### src/rtl/dshot_pkg.sv
`default_nettype none
// ============================================================================
// Module      : dshot_pkg
// Description : Shared DShot frame constants, command codes and the 4-bit
//               frame checksum used by the speed-control blocks.
// Revision    : 1.0 - initial release
// ============================================================================
package dshot_pkg;

    localparam int DSHOT_FRAME_W = 16;
    localparam int DSHOT_VAL_W   = 11;
    localparam int DSHOT_THR_MIN = 48;

    localparam logic [DSHOT_VAL_W-1:0] CMD_MOTOR_STOP = 11'd0;
    localparam logic [DSHOT_VAL_W-1:0] CMD_SPIN_DIR_1 = 11'd7;
    localparam logic [DSHOT_VAL_W-1:0] CMD_SPIN_DIR_2 = 11'd8;

    // XOR of the three nibbles of the 12-bit value+telemetry field.
    function automatic logic [3:0] dshot_crc(input logic [11:0] v);
        logic [11:0] x;
        x = v ^ (v >> 4) ^ (v >> 8);
        return x[3:0];
    endfunction

endpackage : dshot_pkg
`default_nettype wire

### src/rtl/dshot_channel_ctrl.sv
`default_nettype none
// ============================================================================
// Module      : dshot_channel_ctrl
// Description : One DShot channel: frame checksum, arming counter, spin
//               direction command filter and signal-loss failsafe. All
//               outputs are registered; a frame in cycle k is reflected in
//               cycle k+1.
// Ports       : clk, rst            - clock, synchronous active-high reset
//               i_frame_valid       - 1-cycle strobe, i_frame_data valid
//               i_frame_data[15:0]  - [15:5] value, [4] telemetry, [3:0] CRC
//               o_speed[OUT_W-1:0]  - motor speed
//               o_armed             - channel armed
//               o_reversed          - spin direction (1 = reversed)
//               o_failsafe          - no valid frame within TIMEOUT_CYCLES
//               o_crc_err           - 1-cycle pulse per rejected frame
// Revision    : 1.0 - initial release
// ============================================================================
module dshot_channel_ctrl
    import dshot_pkg::*;
#(
    parameter int OUT_W          = 8,
    parameter int ARM_FRAMES     = 10,
    parameter int CMD_REPEAT     = 6,
    parameter int TIMEOUT_CYCLES = 2000000
) (
    input  wire logic                     clk,
    input  wire logic                     rst,
    input  wire logic                     i_frame_valid,
    input  wire logic [DSHOT_FRAME_W-1:0] i_frame_data,
    output logic      [OUT_W-1:0]         o_speed,
    output logic                          o_armed,
    output logic                          o_reversed,
    output logic                          o_failsafe,
    output logic                          o_crc_err
);

    localparam int ARM_W = $clog2(ARM_FRAMES + 1);
    localparam int REP_W = $clog2(CMD_REPEAT + 1);
    localparam int TO_W  = $clog2(TIMEOUT_CYCLES + 1);

    localparam logic [ARM_W-1:0]       C_ARM_MAX = ARM_W'(ARM_FRAMES);
    localparam logic [REP_W-1:0]       C_REP_MAX = REP_W'(CMD_REPEAT);
    localparam logic [TO_W-1:0]        C_TO_MAX  = TO_W'(TIMEOUT_CYCLES);
    localparam logic [TO_W-1:0]        C_TO_LAST = TO_W'(TIMEOUT_CYCLES - 1);
    localparam logic [DSHOT_VAL_W-1:0] C_THR_MIN = DSHOT_VAL_W'(DSHOT_THR_MIN);

    // Registered state
    logic [OUT_W-1:0] r_speed;
    logic [ARM_W-1:0] r_arm;
    logic [REP_W-1:0] r_rep;
    logic             r_dir;      // last direction command seen: 1 = cmd 8
    logic             r_rev;
    logic             r_fs;
    logic             r_crc_err;
    logic [TO_W-1:0]  r_to;

    // Next-state
    logic [OUT_W-1:0] w_speed_nxt;
    logic [ARM_W-1:0] w_arm_nxt;
    logic [REP_W-1:0] w_rep_nxt;
    logic             w_dir_nxt;
    logic             w_rev_nxt;
    logic             w_fs_nxt;
    logic             w_crc_err_nxt;
    logic [TO_W-1:0]  w_to_nxt;

    // Frame decode
    logic                   w_crc_ok;
    logic                   w_frame_good;
    logic                   w_frame_bad;
    logic [DSHOT_VAL_W-1:0] w_t;
    logic                   w_tele;
    logic                   w_is_cmd;
    logic                   w_is_dir;
    logic                   w_dir;
    logic                   w_same;
    logic                   w_armed;
    logic [DSHOT_VAL_W-1:0] w_diff;
    logic [OUT_W-1:0]       w_thr_speed;

    assign w_crc_ok     = (dshot_crc(i_frame_data[15:4]) == i_frame_data[3:0]);
    assign w_frame_good = i_frame_valid &  w_crc_ok;
    assign w_frame_bad  = i_frame_valid & ~w_crc_ok;
    assign w_t          = i_frame_data[15:5];
    assign w_tele       = i_frame_data[4];
    assign w_is_cmd     = (w_t < C_THR_MIN);
    assign w_is_dir     = w_tele && ((w_t == CMD_SPIN_DIR_1) || (w_t == CMD_SPIN_DIR_2));
    assign w_dir        = (w_t == CMD_SPIN_DIR_2);
    // Every non-direction frame clears the repeat count, so a non-zero count
    // means the previous valid frame was a direction command.
    assign w_same       = (r_rep != '0) && (r_dir == w_dir);
    assign w_armed      = (r_arm == C_ARM_MAX);
    assign w_diff       = w_t - C_THR_MIN;
    // Keep the top OUT_W bits of the 11-bit throttle span.
    assign w_thr_speed  = OUT_W'(w_diff >> (DSHOT_VAL_W - OUT_W));

    always_comb begin
        w_speed_nxt   = r_speed;
        w_arm_nxt     = r_arm;
        w_rep_nxt     = r_rep;
        w_dir_nxt     = r_dir;
        w_rev_nxt     = r_rev;
        w_fs_nxt      = r_fs;
        w_to_nxt      = r_to;
        w_crc_err_nxt = w_frame_bad;

        if (w_frame_good) begin
            // A good frame takes priority over a coincident timeout expiry.
            w_to_nxt = '0;
            w_fs_nxt = 1'b0;
            if (w_t == CMD_MOTOR_STOP) begin
                w_speed_nxt = '0;
                w_rep_nxt   = '0;
                if (r_arm != C_ARM_MAX) begin
                    w_arm_nxt = r_arm + ARM_W'(1);
                end
            end else if (w_is_cmd) begin
                // Commands only act on a motor that is already stopped.
                if (r_speed == '0) begin
                    if (w_is_dir) begin
                        w_dir_nxt = w_dir;
                        if (w_same) begin
                            // Saturating count applies the command once per run.
                            if (r_rep != C_REP_MAX) begin
                                w_rep_nxt = r_rep + REP_W'(1);
                                if (w_rep_nxt == C_REP_MAX) begin
                                    w_rev_nxt = w_dir;
                                end
                            end
                        end else begin
                            w_rep_nxt = REP_W'(1);
                            if (C_REP_MAX == REP_W'(1)) begin
                                w_rev_nxt = w_dir;
                            end
                        end
                    end else begin
                        w_rep_nxt = '0;
                    end
                end
            end else begin
                w_rep_nxt = '0;
                if (w_armed) begin
                    w_speed_nxt = w_thr_speed;
                end else begin
                    w_speed_nxt = '0;
                    w_arm_nxt   = '0;
                end
            end
        end else if (r_to >= C_TO_LAST) begin
            // Signal loss: stop and disarm, keep spin direction.
            w_to_nxt    = C_TO_MAX;
            w_fs_nxt    = 1'b1;
            w_speed_nxt = '0;
            w_arm_nxt   = '0;
        end else begin
            w_to_nxt = r_to + TO_W'(1);
        end
    end

    always_ff @(posedge clk) begin
        if (rst) begin
            r_speed   <= '0;
            r_arm     <= '0;
            r_rep     <= '0;
            r_dir     <= 1'b0;
            r_rev     <= 1'b0;
            r_fs      <= 1'b1;
            r_crc_err <= 1'b0;
            r_to      <= C_TO_MAX;
        end else begin
            r_speed   <= w_speed_nxt;
            r_arm     <= w_arm_nxt;
            r_rep     <= w_rep_nxt;
            r_dir     <= w_dir_nxt;
            r_rev     <= w_rev_nxt;
            r_fs      <= w_fs_nxt;
            r_crc_err <= w_crc_err_nxt;
            r_to      <= w_to_nxt;
        end
    end

    assign o_speed    = r_speed;
    assign o_armed    = w_armed;
    assign o_reversed = r_rev;
    assign o_failsafe = r_fs;
    assign o_crc_err  = r_crc_err;

endmodule : dshot_channel_ctrl
`default_nettype wire

### src/rtl/dshot_multi_speed_ctrl.sv
`default_nettype none
// ============================================================================
// Module      : dshot_multi_speed_ctrl
// Description : N_CH independent DShot speed controllers. Slices the packed
//               per-channel buses and instantiates one dshot_channel_ctrl
//               per channel.
// Ports       : clk, rst               - clock, synchronous active-high reset
//               frame_valid[N_CH]      - per-channel frame strobe
//               frame_data[16*N_CH]    - channel c at [16c+15:16c]
//               speed_out[OUT_W*N_CH]  - channel c at [OUT_W*c +: OUT_W]
//               armed, reversed, failsafe, crc_err [N_CH] - per-channel flags
// Revision    : 1.0 - initial release
// ============================================================================
module dshot_multi_speed_ctrl
    import dshot_pkg::*;
#(
    parameter int N_CH           = 4,
    parameter int OUT_W          = 8,
    parameter int ARM_FRAMES     = 10,
    parameter int CMD_REPEAT     = 6,
    parameter int TIMEOUT_CYCLES = 2000000
) (
    input  wire logic                          clk,
    input  wire logic                          rst,
    input  wire logic [N_CH-1:0]               frame_valid,
    input  wire logic [DSHOT_FRAME_W*N_CH-1:0] frame_data,
    output logic      [OUT_W*N_CH-1:0]         speed_out,
    output logic      [N_CH-1:0]               armed,
    output logic      [N_CH-1:0]               reversed,
    output logic      [N_CH-1:0]               failsafe,
    output logic      [N_CH-1:0]               crc_err
);

    for (genvar c = 0; c < N_CH; c++) begin : g_ch
        dshot_channel_ctrl #(
            .OUT_W          (OUT_W),
            .ARM_FRAMES     (ARM_FRAMES),
            .CMD_REPEAT     (CMD_REPEAT),
            .TIMEOUT_CYCLES (TIMEOUT_CYCLES)
        ) u_ch (
            .clk           (clk),
            .rst           (rst),
            .i_frame_valid (frame_valid[c]),
            .i_frame_data  (frame_data[DSHOT_FRAME_W*c +: DSHOT_FRAME_W]),
            .o_speed       (speed_out[OUT_W*c +: OUT_W]),
            .o_armed       (armed[c]),
            .o_reversed    (reversed[c]),
            .o_failsafe    (failsafe[c]),
            .o_crc_err     (crc_err[c])
        );
    end

endmodule : dshot_multi_speed_ctrl
`default_nettype wire

### config.mk
export PLATFORM = sky130hd
export DESIGN_NAME = dshot_multi_speed_ctrl
export DESIGN_NICKNAME = d
export VERILOG_FILES = /design/src/rtl/dshot_pkg.sv /design/src/rtl/dshot_channel_ctrl.sv /design/src/rtl/dshot_multi_speed_ctrl.sv
export SDC_FILE = /design/constraint.sdc
export NUM_CORES = 1
export LEC_CHECK = 0
export BUFFER_PORTS_ARGS = -buffer_cell sky130_fd_sc_hd__buf_4
export CAP_MARGIN = 20
export CORE_MARGIN = 1.5
export CORE_UTILIZATION = 36
export CTS_BUF_LIST = sky130_fd_sc_hd__clkbuf_16
export DETAILED_ROUTE_END_ITERATION = 12
export HOLD_SLACK_MARGIN = 0.06
export SLEW_MARGIN = 20
export SYNTH_ARGS = -nofsm -noshare
export SYNTH_HDL_FRONTEND = slang
export SYNTH_HIERARCHICAL = 1
export SYNTH_SLANG_ARGS = --single-unit
### constraint.sdc
create_clock -name clk -period 6 [get_ports clk]
set_clock_uncertainty 0.2 [all_clocks]
set_input_delay 0.3 -clock clk [delete_from_list [all_inputs] [get_ports clk]]
set_output_delay 0.3 -clock clk [all_outputs]
set_load 0.005 [all_outputs]
==> impl_results.md <==
* # rows at 59
* Post-synth top area share at 0.337
* Global-route wire length before repair at 35.8 mm
* Arrival time worst endpoint at 3050 ps
* First-iteration detailed-routing DRC count at 335
* Maximum vdd ir drop at 0.167 mV
* Fill cell count at 2643
* Library cells used by synthesis at 65
* Kind of launch point of the worst setup path: input port
* Core Region at 26000 um^2
* Worst-path cell with the longest stage delay: sky130_fd_sc_hd__and2_1
* Fin nets at 1322
* Final global-route overflow total at 0
* TritonCTS clock tree: yes
* Die Span X at 166 um
* Sequential cell area at 3200 um^2
* Total track usage at 0.162
* Least-Margin Pin Slew at 855 ps
* Classification of the worst-slack hold path: in -> reg
* Initial antenna violation count at 4
* Total CTS buffers at 17
* Static Leakage at 4.50 nW
* Area of the multi-input gates at 5980 um^2
* First drt pass iteration count at 5
* Detailed-route wire length per cell at 13.7 um
* Leading register cell type out of synthesis: sky130_fd_sc_hd__dfxtp_1
* Routed vias at 7853
* Port Buffers at 117
* Tightest slew margin relative to the limit at 0.430
* Pre-CTS WS at 3110 ps
* Vias per std cell at 5.01
* Gate Count Post-Synth at 1101
* Element type at the critical path end: flop
* Clock insertion delay at the later pin of the skew report at 430 ps
* Max Fclk at 0.339 GHz
* Top Family by Delay on Critical Path: simple AND/OR/NAND/NOR gates
* DRC violations left at 0
* Post-CTS Setup Repair Bufs at 0
* HPWL Detailed at 16.1 mm
* Netlist area before placement at 9520 um^2
* Number of gates given a new drive strength after cts at 0
* Routability cong. at 0.798
* Final TNS setup at 0 ps
* TritonCTS Sinks at 160
* Post-synthesis sequential area ratio at 0.337
* Syn. warnings at 6
* Worst path bufs/invs at 2
* Synthesized Nets at 1207
* Commonest cells in the netlist: sky130_fd_sc_hd__dfxtp_1, sky130_fd_sc_hd__nor2_1, sky130_fd_sc_hd__xnor2_1
* Clock-pin slew on the worst setup and hold paths at 60 ps
* Status: finished clean
* Via count of the first global-routing pass at 7434
* Pins Over Slew Limit at 0
* Pin count of the biggest net entering global routing at 55
* Layout cells sized above 1 at 0.161
* Starting utilization of the core area at 0.366
* Post-synth EDFFs at 0
* Cell taking the most area after synthesis: sky130_fd_sc_hd__dfxtp_1
* Number of failing setup endpoints in the final timing report at 0
* Most frequent cell after synthesis: sky130_fd_sc_hd__dfxtp_1
* CTS H-tree lvls at 4
* Critical path fanouts, max at 19
* Worst hold margin at 78.0 ps
* Chip Height at 166 um
* Synth area leaders: sky130_fd_sc_hd__dfxtp_1, sky130_fd_sc_hd__xnor2_1, sky130_fd_sc_hd__xor2_1
* Mean cell area of the mapped netlist at 8.64 um^2
* Library cell used as clock root buffer: sky130_fd_sc_hd__clkbuf_16
* Most common cell type on the critical path: sky130_fd_sc_hd__xnor2_1
* Cell chain of the critical path: dlygate4sd3_1 -> buf_4 -> xnor2_1 -> xnor2_1 -> nor4_4 -> and2_1 -> o21a_2 -> mux2_1
* Synth-to-layout area growth at 19.6%
* RSZ-0062 raised after global routing: no
* Category of the critical setup timing path: in -> reg
* Number of nets with antenna violations after detailed routing at 0
* Ys async rst share at 0
* CP required at 6100 ps
* Minimum setup slack in the final design at 3050 ps
* Area of the die at 27400 um^2
* Register bit total from synthesis at 160
* Final period demand of the worst path at 2950 ps
* Slowest stage delay, CP at 630 ps
* Power per standard cell area at 224 nW/um^2
* Number of maximum-capacitance violations at 0
* Final period util at 0.491
* Post-detailed-routing wire length at 21.5 mm
* Final Hold Viols at 0
* Number of I/O pins at 118
* Number of buffers between clock root and the deepest sink at 2
[area by class of cell]
class                           instances  share of cell area
Timing Repair Buffer                  127              0.0857
Inverter                               51              0.0168
Antenna cell                            3            0.000659
Clock inverter                         15              0.0163
Sequential cell                       160               0.281
Clock buffer                           17              0.0374
Tap cell                              335              0.0368
Multi-Input combinational cell        859               0.525
[cells by family after synthesis]
logic type,synth area share
buf+inv,0.0355
fa+ha+maj,0.0473
mux,0.0610
compound gates,0.0926
simple gates,0.292
flops,0.337
xor+xnor,0.135
[tightest hold or removal path, cell delays in order]
cell and delay, ps:
sky130_fd_sc_hd__buf_4 110, sky130_fd_sc_hd__xor2_1 70, sky130_fd_sc_hd__nor2_1 80, sky130_fd_sc_hd__mux2_1 120
[report_power, final]
group	total, mW	internal (mW)	leakage [nW]	switching (mW)
Sequential	1.09	1.08	1.29	0.0119
Combinational	0.332	0.144	2.91	0.188
Clock	1.13	0.662	0.299	0.468
Total	2.55	1.88	4.50	0.668
[registers in the layout (all words and copies together), names as in the netlist]
name,cells
g_ch.u_ch/r_to,84
g_ch.u_ch/o_reversed,4
g_ch.u_ch/o_speed,32
g_ch.u_ch/o_failsafe,4
g_ch.u_ch/o_crc_err,4
g_ch.u_ch/r_rep,12
g_ch.u_ch/r_dir,4
g_ch.u_ch/r_arm,16
[metrics by stage]
| step | util | instance area (um^2) | power, mW | instances |
|---|---|---|---|---|
| floorplan | - | 9520 | 1.35 | 1101 |
| CTS | 0.438 | 11400 | 2.59 | 1564 |
| detailed placement | 0.411 | 10700 | 1.44 | 1523 |
| finish | 0.438 | 11400 | 2.55 | 1567 |
| global placement | 0.411 | 10700 | 1.44 | 1523 |
| global route | 0.438 | 11400 | 2.66 | 1564 |
[cells in the final DEF (no fill, tap or decap), types with 5 or more instances in the layout]
cell / count
sky130_fd_sc_hd__a211oi_1: 5
sky130_fd_sc_hd__a21o_1: 24
sky130_fd_sc_hd__a21oi_1: 28
sky130_fd_sc_hd__and2_1: 8
sky130_fd_sc_hd__and3_1: 24
sky130_fd_sc_hd__and4_1: 9
sky130_fd_sc_hd__buf_4: 118
sky130_fd_sc_hd__clkbuf_16: 17
sky130_fd_sc_hd__dfxtp_1: 160
sky130_fd_sc_hd__dlygate4sd3_1: 9
sky130_fd_sc_hd__ha_1: 36
sky130_fd_sc_hd__inv_1: 52
sky130_fd_sc_hd__mux2_4: 24
sky130_fd_sc_hd__mux2i_1: 13
sky130_fd_sc_hd__nand2_1: 75
sky130_fd_sc_hd__nand2b_1: 12
sky130_fd_sc_hd__nand3_1: 52
sky130_fd_sc_hd__nand3b_1: 13
sky130_fd_sc_hd__nand4_1: 23
sky130_fd_sc_hd__nand4b_1: 9
sky130_fd_sc_hd__nor2_1: 128
sky130_fd_sc_hd__nor2b_1: 39
sky130_fd_sc_hd__nor3_1: 32
sky130_fd_sc_hd__nor4_1: 13
sky130_fd_sc_hd__o21ai_0: 8
sky130_fd_sc_hd__o21ai_1: 9
sky130_fd_sc_hd__o31ai_1: 8
sky130_fd_sc_hd__or2_2: 5
sky130_fd_sc_hd__or3_1: 11
sky130_fd_sc_hd__or4_1: 27
sky130_fd_sc_hd__or4b_1: 7
sky130_fd_sc_hd__xnor2_1: 76
sky130_fd_sc_hd__xor2_1: 71
[timing repair]
| action | in CTS | in global routing |
|---|---|---|
| hold buffers | 9 | 0 |
| hold endpoints to repair | 13 | 0 |
| setup endpoints to repair | 0 | 0 |
[metal layers]
layer,track usage,share of wire,up-vias
met2,0.273,0.48,98
li1,-,-,4094
met1,0.202,0.47,3647
met4,0.0406,0.0091,2
met5,0,0.00047,-
met3,0.0452,0.044,12
[path summary, 6_finish.rpt]
path | endpoint | depth (start not counted) | start | slack [ps]
setup / recovery | g_ch[3].u_ch/o_speed[6]$_SDFFE_PP0P_ | 8 | frame_data[57] | 3050
hold / removal | g_ch[3].u_ch/o_speed[7]$_SDFFE_PP0P_ | 4 | frame_data[63] | 80
setup reg to reg | g_ch[3].u_ch/r_to[5]$_SDFF_PP0_ | 7 | g_ch[3].u_ch/r_to[0]$_SDFF_PP0_ | 3150
hold reg to reg | g_ch[0].u_ch/r_to[0]$_SDFF_PP0_ | 1 | g_ch[0].u_ch/r_to[0]$_SDFF_PP0_ | 260
(Power assumes the default switching activity.)
